File: src/rtl/carregador_instrucoes_if.sv
// carregador_instrucoes_if: host byte stream plus instruction memory write port
interface carregador_instrucoes_if;
  logic [7:0] dado_in;
  logic       dado_valido;
  logic       dado_pronto;
  logic       mem_escreve;
  logic [7:0] mem_endereco;
  logic [7:0] mem_dado;
  modport master (output dado_in, dado_valido, input dado_pronto, mem_escreve, mem_endereco, mem_dado);
  modport slave (input dado_in, dado_valido, output dado_pronto, mem_escreve, mem_endereco, mem_dado);
endinterface

File: src/rtl/carregador_instrucoes.sv
// carregador_instrucoes: loads a checksummed byte frame into instruction memory, pads with HALT, then releases the CPU
module carregador_instrucoes #(
  parameter int         PROFUNDIDADE = 61,
  parameter logic [7:0] HALT         = 8'b11000011
) (
  input  logic                          clock,
  input  logic                          reset,
  input  logic                          inicio,
  carregador_instrucoes_if.slave        bus,
  output logic                          cpu_segura,
  output logic                          ocupado,
  output logic                          concluido,
  output logic                          erro,
  output logic [7:0]                    contagem
);
  typedef enum logic [2:0] {OCIOSO, TAMANHO, DADOS, SOMA, PREENCHE, FIM, ERRO} estado_t;
  localparam logic [7:0] P      = 8'(PROFUNDIDADE);
  localparam logic [7:0] ULTIMO = 8'(PROFUNDIDADE - 1);
  estado_t    estado, estado_nx;
  logic [7:0] n, n_nx, soma, soma_nx, contagem_nx, endereco_nx, dado_nx;
  logic       pronto_nx, escreve_nx, segura_nx, ocupado_nx, concluido_nx, erro_nx;
  logic       aceita;
  assign aceita = bus.dado_valido & bus.dado_pronto;
  always_comb begin
    estado_nx    = estado;
    n_nx         = n;
    soma_nx      = soma;
    contagem_nx  = contagem;
    endereco_nx  = bus.mem_endereco;
    dado_nx      = bus.mem_dado;
    escreve_nx   = 1'b0;
    segura_nx    = cpu_segura;
    ocupado_nx   = ocupado;
    concluido_nx = concluido;
    erro_nx      = erro;
    case (estado)
      OCIOSO, FIM, ERRO: if (inicio) begin
        estado_nx    = TAMANHO;
        contagem_nx  = 8'd0;
        soma_nx      = 8'd0;
        concluido_nx = 1'b0;
        erro_nx      = 1'b0;
        ocupado_nx   = 1'b1;
        segura_nx    = 1'b1;
      end
      TAMANHO: if (aceita) begin
        if (bus.dado_in == 8'd0 || bus.dado_in > P) begin
          estado_nx  = ERRO;
          erro_nx    = 1'b1;
          ocupado_nx = 1'b0;
        end else begin
          n_nx      = bus.dado_in;
          estado_nx = DADOS;
        end
      end
      DADOS: if (aceita) begin
        escreve_nx  = 1'b1;
        endereco_nx = contagem;
        dado_nx     = bus.dado_in;
        contagem_nx = contagem + 8'd1;
        soma_nx     = soma + bus.dado_in;
        if (contagem + 8'd1 == n) estado_nx = SOMA;
      end
      SOMA: if (aceita) begin
        if (bus.dado_in != soma) begin
          estado_nx  = ERRO;
          erro_nx    = 1'b1;
          ocupado_nx = 1'b0;
        end else if (n == P) begin
          estado_nx    = FIM;
          concluido_nx = 1'b1;
          segura_nx    = 1'b0;
          ocupado_nx   = 1'b0;
        end else begin
          // first HALT write is issued on the same edge the checksum is accepted
          estado_nx   = PREENCHE;
          escreve_nx  = 1'b1;
          endereco_nx = n;
          dado_nx     = HALT;
        end
      end
      PREENCHE: if (bus.mem_endereco == ULTIMO) begin
        estado_nx    = FIM;
        concluido_nx = 1'b1;
        segura_nx    = 1'b0;
        ocupado_nx   = 1'b0;
      end else begin
        escreve_nx  = 1'b1;
        endereco_nx = bus.mem_endereco + 8'd1;
        dado_nx     = HALT;
      end
      default: ;
    endcase
    pronto_nx = estado_nx inside {TAMANHO, DADOS, SOMA};
  end
  always_ff @(posedge clock or posedge reset) begin
    if (reset) begin
      estado           <= OCIOSO;
      n                <= 8'd0;
      soma             <= 8'd0;
      contagem         <= 8'd0;
      bus.dado_pronto  <= 1'b0;
      bus.mem_escreve  <= 1'b0;
      bus.mem_endereco <= 8'd0;
      bus.mem_dado     <= 8'd0;
      cpu_segura       <= 1'b1;
      ocupado          <= 1'b0;
      concluido        <= 1'b0;
      erro             <= 1'b0;
    end else begin
      estado           <= estado_nx;
      n                <= n_nx;
      soma             <= soma_nx;
      contagem         <= contagem_nx;
      bus.dado_pronto  <= pronto_nx;
      bus.mem_escreve  <= escreve_nx;
      bus.mem_endereco <= endereco_nx;
      bus.mem_dado     <= dado_nx;
      cpu_segura       <= segura_nx;
      ocupado          <= ocupado_nx;
      concluido        <= concluido_nx;
      erro             <= erro_nx;
    end
  end
endmodule

File: src/flat_wrapper.sv
// flat-port wrapper written by rule: the top's interface ports become plain ports
module carregador_instrucoes_flat 
#(
  parameter int         PROFUNDIDADE = 61,
  parameter logic [7:0] HALT         = 8'b11000011
)
  (clock, reset, inicio, cpu_segura, ocupado, concluido, erro, contagem, bus_dado_in, bus_dado_valido, bus_dado_pronto, bus_mem_escreve, bus_mem_endereco, bus_mem_dado);
  carregador_instrucoes_if bus_i ();
  input  logic clock;
  input  logic reset;
  input  logic inicio;
  output logic cpu_segura;
  output logic ocupado;
  output logic concluido;
  output logic erro;
  output logic [7:0] contagem;
  input wire logic [$bits(bus_i.dado_in)-1:0] bus_dado_in;
  input wire logic [$bits(bus_i.dado_valido)-1:0] bus_dado_valido;
  output wire logic [$bits(bus_i.dado_pronto)-1:0] bus_dado_pronto;
  output wire logic [$bits(bus_i.mem_escreve)-1:0] bus_mem_escreve;
  output wire logic [$bits(bus_i.mem_endereco)-1:0] bus_mem_endereco;
  output wire logic [$bits(bus_i.mem_dado)-1:0] bus_mem_dado;
  assign bus_i.dado_in = bus_dado_in;
  assign bus_i.dado_valido = bus_dado_valido;
  assign bus_dado_pronto = bus_i.dado_pronto;
  assign bus_mem_escreve = bus_i.mem_escreve;
  assign bus_mem_endereco = bus_i.mem_endereco;
  assign bus_mem_dado = bus_i.mem_dado;
  carregador_instrucoes #(.PROFUNDIDADE(PROFUNDIDADE), .HALT(HALT)) u_core (.clock(clock), .reset(reset), .inicio(inicio), .bus(bus_i), .cpu_segura(cpu_segura), .ocupado(ocupado), .concluido(concluido), .erro(erro), .contagem(contagem));
endmodule
File: config.mk
export PLATFORM = sky130hd
export DESIGN_NAME = carregador_instrucoes_flat
export DESIGN_NICKNAME = d
export VERILOG_FILES = /design/src/rtl/carregador_instrucoes_if.sv /design/src/rtl/carregador_instrucoes.sv /design/src/flat_wrapper.sv
export SDC_FILE = /design/constraint.sdc
export NUM_CORES = 1
export LEC_CHECK = 0
export BUFFER_PORTS_ARGS = -buffer_cell sky130_fd_sc_hd__buf_2
export CAP_MARGIN = 20
export CORE_AREA = 5 5 94 96
export DETAILED_ROUTE_END_ITERATION = 16
export DIE_AREA = 0 0 99 101
export HOLD_SLACK_MARGIN = 0.08
export PLACE_DENSITY = 0.63
export SETUP_SLACK_MARGIN = 0.4
export SYNTH_ARGS = -nofsm -noshare
export SYNTH_HDL_FRONTEND = slang
export SYNTH_SLANG_ARGS = --single-unit
File: constraint.sdc
create_clock -name clock -period 1.8 [get_ports clock]
set_input_delay 0.09 -clock clock [delete_from_list [all_inputs] [get_ports clock]]
set_output_delay 0.09 -clock clock [all_outputs]
set_load 0.02 [all_outputs]
Word level (Yosys, flattened, before mapping)
Index checks and enable logic that the tools add are counted.
{ "word_totals": {"register_bits": 49, "latchBits": 0, "ram_bits": 0, "romBits": 0, "in_bits": 12, "out_inout_bits": 30, "wordCells": 114, "memories": 0} }
{ "op_classes": {"add_sub_neg": 3, "multipliers": 0, "n_div": 0, "order_cmp": 1, "n_eq_ne": 25, "shift": 0, "n_mux": 55, "bitwise": 2, "n_reduce_logical": 16} }
{ "ops": {"columns": ["operator", "n"], "rows": [
  ["$mux 8", 13],
  ["$pmux 8 s3", 2],
  ["$pmux 8 s2", 2],
  ["$mux 1", 24],
  ["$mux 3", 8],
  ["$reduce_and 6->1", 3],
  ["$add 8x1->8 const B", 2],
  ["$eq 8x6->1 const B", 2],
  ["$pmux 3 s5", 1],
  ["$ne 2x1->1 const B", 7],
  ["$eq 3x2->1 const B", 4],
  ["$pmux 1 s3", 4],
  ["$reduce_bool 3->1", 4],
  ["$eq 3x3->1 const B", 3],
  ["$add 8x8->8", 1],
  ["$eq 8x8->1", 1],
  ["$gt 8x6->1 const B", 1],
  ["$logic_not 8->1", 1],
  ["$ne 2x2->1 const B", 4],
  ["$ne 8x8->1", 1],
  ["$reduce_and 7->1", 1],
  ["$eq 3x1->1 const B", 2],
  ["$reduce_and 3->1", 2],
  ["$pmux 1 s4", 1],
  ["8 further kinds", 8]
]} }

Logic depth before layout (Yosys ltp)
{ "depth": {"ltp_word": 7, "ltp_mapped": 9, "ltp_nobuf": 8} }

Least setup slack after synthesis
Ideal clock, no wire load.
{ "synth_timing": {"path_kind": "reg2reg", "startpoint": "register u_core.soma[1]", "endpoint": "register u_core.bus.mem_dado[2]", "arrival_time_ps": 1909, "t_required_ps": 1721, "path_slack_ps": -188, "path_stages_with_launch": 9, "n_path_buf": 1, "path_cell_list": "dfrtp_1 ha_1 nor4_1 nand3_1 o21ai_2 nand2_2 inv_1 buf_6 mux2i_1"} }
{ "synth_via": {"elab_chain_cells": 3} }
{ "synth_rtl": {"columns": ["item", "line", "source"], "rows": [
  ["from (decl)", "carregador_instrucoes.sv:20", "logic [7:0] n, n_nx, soma, soma_nx, contagem_nx, endereco_nx, dado_nx;"],
  ["from (signal assigned)", "carregador_instrucoes.sv:113", "soma <= soma_nx;"],
  ["$ne 8x8->1", "carregador_instrucoes.sv:65", "if (bus.dado_in != soma) begin"],
  ["$ne 2x2->1 (no source line)", null, null],
  ["$reduce_and 6->1 (no source line)", null, null],
  ["to (signal assigned)", "carregador_instrucoes.sv:118", "bus.mem_dado <= dado_nx;"],
  ["to (decl)", "carregador_instrucoes_if.sv:10", "modport slave (input dado_in, dado_valido, output dado_pronto, mem_escreve, mem_endereco, mem_dado);"]
]} }
No other way between the ends.
A chain may end at the register's enable or synchronous reset.

Worst setup path after layout
{ "layout_timing": {"startpoint": "register u_core.bus.mem_endereco[0]", "endpoint": "register u_core.bus.mem_dado[4]"} }
{ "layout_via": {"elab_chain_cells": 3} }
{ "layout_rtl": {"columns": ["item", "line", "source"], "rows": [
  ["from (decl)", "carregador_instrucoes_if.sv:10", null],
  ["from (signal assigned)", "carregador_instrucoes.sv:117", "bus.mem_endereco <= endereco_nx;"],
  ["$eq 8x6->1", "carregador_instrucoes.sv:82", "PREENCHE: if (bus.mem_endereco == ULTIMO) begin"],
  ["$ne 2x2->1 (no source line)", null, null],
  ["$reduce_and 6->1 (no source line)", null, null]
]} }
No other way between the ends.

==> results.sh <==
export IMPL_status="complete, but fails checks"
export IMPL_violations="setup timing"
export IMPL_grt_max_degree=19
export IMPL_crit_path_start_kind="register"
export IMPL_finalWeightedCongestion=0.9238
export IMPL_ant_nets=0
export IMPL_met1_length_um=4360
export IMPL_finalCritPeriodShare_pct=104.4
export IMPL_synth_top_area_share_pct=38.87
export IMPL_clk_path_buf_depth=2
export IMPL_wl_met3_um=378
export IMPL_ys_async_sr_fraction_pct=100.0
export IMPL_drive_gt1_share_pct=48.67
export IMPL_ir_drop_v=0.0007659
export IMPL_synth_area_leaders="dfrtp_1 39%, a21oi_1 4.5%, ha_1 4.0%"
export IMPL_setup_violations_final=24
export IMPL_synthCells=341
export IMPL_syn2layout_area_growth_pct=47.85
export IMPL_synth_seq_cells=49
export IMPL_ys_types=54
export IMPL_antenna_cells=0
export IMPL_numCtsBuffers=5
export IMPL_start_util_pct=38.78
export IMPL_yosysWarnings=0
export IMPL_synthFlopType="dfrtp_1"
export IMPL_relSlewSlack_pct=72.11
export IMPL_vias=3056
export IMPL_synth_seq_area_share_pct=39.72
export IMPL_fp_row_count=33
export IMPL_critPathLaunch="u_core.bus.mem_endereco[0]"
export IMPL_drv_slew=0
export IMPL_worstHoldStart="bus_dado_in[5]"
export IMPL_cp_data_required_time_ns=2.01
export IMPL_wl_met2_um=4829
export IMPL_path_cells="inv_2 -> ha_4 -> nand4b_1 -> or3_4 -> a22o_4 -> nand2_8 -> clkinv_8 -> mux2i_2"
export IMPL_grt_pass1_vias=3026
export IMPL_endpoint_kind="register"
export IMPL_power_density_nw_per_um2=1487
export IMPL_syn_area_um2=3090
export IMPL_critPathMaxFanout=6
export IMPL_postPlaceCellArea_um2=4035
export IMPL_drtPass1Iterations=4
export IMPL_wl_per_cell_um=17.44
export IMPL_cpPeakStageDelay_ns=0.42
export IMPL_avgSynthCellArea_um2=9.063
export IMPL_utilization_pct=57.34
export IMPL_final_net_count=474
export IMPL_post_place_ws_ns=-0.1382
export IMPL_grt_usage_pct=19.37
export IMPL_dieArea_um2=9999
export IMPL_cp_buffers_inverters=2
export IMPL_cts_tree="built"
export IMPL_critPathTopFamily="simple AND/OR/NAND/NOR gates"
export IMPL_cts_root_buf="clkbuf_8"
export IMPL_io_pins=42
export IMPL_crit_arrival_ns=2.09
export IMPL_post_dp_hpwl_um=7122
export IMPL_grt_pass1_wl_um=15500
export IMPL_tns_ns=-1.364
export IMPL_clk_pin_slew_ns=0.10
export IMPL_drtIter0Drc=121
export IMPL_clkLatencyLatePin_ns=0.32
export IMPL_r2r_start="u_core.bus.mem_endereco[0]"
export IMPL_whs_ns=0.1147
export IMPL_cts_max_level=2
export IMPL_yosys_area_top_type="dfrtp_1"
export IMPL_max_clock_freq_mhz=532.0
export IMPL_antenna_found_initial=0
export IMPL_syn_nets=364
export IMPL_power_leakage_uw=0.002003
export IMPL_critPathKind="register to register"
export IMPL_fp_dieH_um=101
export IMPL_avgViaCountPerCell=5.487
export IMPL_rsz0062_at_grt="true"
export IMPL_wl_um=9714
export IMPL_max_slew_worst_pin_slew_ns=0.4152
export IMPL_hold_viol_final=0
export IMPL_top_layer_used="met4"
export IMPL_synth_edff_count=0
export IMPL_postLayoutCellArea_um2=4569
export IMPL_drc=0
export IMPL_io_buffer_count=41
export IMPL_fin_crit_ns=1.880
export IMPL_grt_ovfl_total=0
export IMPL_min_path_type="input pin to register"
export IMPL_crit_slowest_cell="dfrtp_2"
export IMPL_coreArea_um2=7969
export IMPL_fin_skew_ns=0.01067
export IMPL_clock_sinks=49
export IMPL_setup_ws_ns=-0.07964
export IMPL_die_w_um=99
export IMPL_cap_violations=0
[final timing paths]
check	endpoint	slack [ns]	cells past startpoint
max	u_core.bus.mem_dado[4]	-0.08	8
max in group asynchronous	u_core.contagem[0]	0.86	4
min	u_core.bus.mem_dado[5]	0.11	3
max reg2reg	u_core.bus.mem_dado[4]	-0.08	8
min in group asynchronous	u_core.bus.mem_endereco[1]	0.30	3
min reg2reg	u_core.ocupado	0.49	1
[power by group]
part,switching (uW),internal [uW],total [uW]
sequential,304,1500,1800
clock,417,283,700
combinational,2220,2070,4290
[layout make-up]
cell class                      instances  area (um^2)
Timing Repair Buffer                  122        885.9
Multi-Input combinational cell        256         2136
Timing Repair inverter                  1        11.26
Sequential cell                        49         1237
Inverter                               16        72.57
Fill cell                             695         3400
Clock buffer                            5        68.82
Tap cell                              105        131.4
Clock inverter                          3        26.28
[registers in the layout, summed over array words and instances (netlist names)]
| name | cells |
|---|---|
| u_core.bus.mem_endereco | 8 |
| u_core.ocupado | 1 |
| u_core.cpu_segura | 1 |
| u_core.bus.dado_pronto | 1 |
| u_core.bus.mem_escreve | 1 |
| u_core.n | 8 |
| u_core.bus.mem_dado | 8 |
| u_core.concluido | 1 |
| u_core.estado | 3 |
| u_core.soma | 8 |
| u_core.contagem | 8 |
| u_core.erro | 1 |
[cell usage after synthesis, types with 6 or more instances]
| library cell | number |
|---|---|
| dfrtp_1 | 48 |
| nand2_1 | 32 |
| a21oi_1 | 28 |
| o21ai_0 | 23 |
| inv_1 | 16 |
| nand3_1 | 16 |
| nor2_1 | 15 |
| nor3_1 | 14 |
| xnor2_1 | 14 |
| buf_2 | 11 |
| ha_1 | 10 |
| a221oi_1 | 7 |
| clkbuf_1 | 6 |
| mux2_4 | 6 |
| o2bb2ai_1 | 6 |
[routing by layer]
layer,vias to the layer above,track usage [%]
li1,1457,-
met1,1510,25.60
met2,75,33.26
met3,14,3.045
met4,0,4.727
met5,-,0
[cells in the final DEF, fill, tap and decap left out, types with 5 or more instances in the layout]
cell	synthesis	routed
buf_4	0	68
buf_2	11	41
dfrtp_1	48	40
nand2_1	32	32
o21ai_0	23	17
a21oi_1	28	15
nor2_1	15	12
xnor2_1	14	12
nor3_1	14	11
inv_1	16	10
nand3_1	16	9
a21oi_2	0	9
ha_4	0	8
buf_6	2	8
dfrtp_2	0	8
mux2_4	6	6
inv_2	0	5
nand3_2	0	5
xor2_1	5	5
o211ai_1	5	5
a221oi_1	7	5
o2bb2ai_2	0	5
clkbuf_8	0	5
[worst reg2reg max path, delay by kind of cell (launching register included)]
kind	cells	cell delay (ns)
DFF	1	0.42
buffers and inverters	2	0.16
muxes	1	0.15
adders and majority gates	1	0.13
and+or+nand+nor	3	0.63
AOI/OAI and AO/OA	1	0.29
[logic make-up (layout without fill, tap and decap cells)]
| logic type | after synthesis | after routing | synth area share, % |
|---|---|---|---|
| fa+ha+maj | 11 | 11 | 4.696 |
| flops | 49 | 49 | 39.72 |
| buf+inv | 36 | 147 | 5.303 |
| xor+xnor | 19 | 19 | 5.385 |
| simple gates | 118 | 118 | 20.04 |
| compound gates | 97 | 97 | 20.32 |
| mux | 11 | 11 | 4.535 |
[per-stage QoR]
step / power, uW / cells
after floorplan: 4118 / 341
after global placement: 5307 / 531
after detailed placement: 5386 / 531
after CTS: 6496 / 548
after global routing: 7226 / 557
final: 6793 / 557
[what timing repair did]
action | in CTS | in global routing
pin swaps | 25 | 19
resized for setup | 49 | 19
endpoints found under the setup margin | 48 | 49
hold buffers | 2 | 0
endpoints found under the hold margin | 17 | 0
setup buffers | 6 | 9
gates cloned | 1 | 0
No activity file was read; power rests on OpenSTA's default activity.
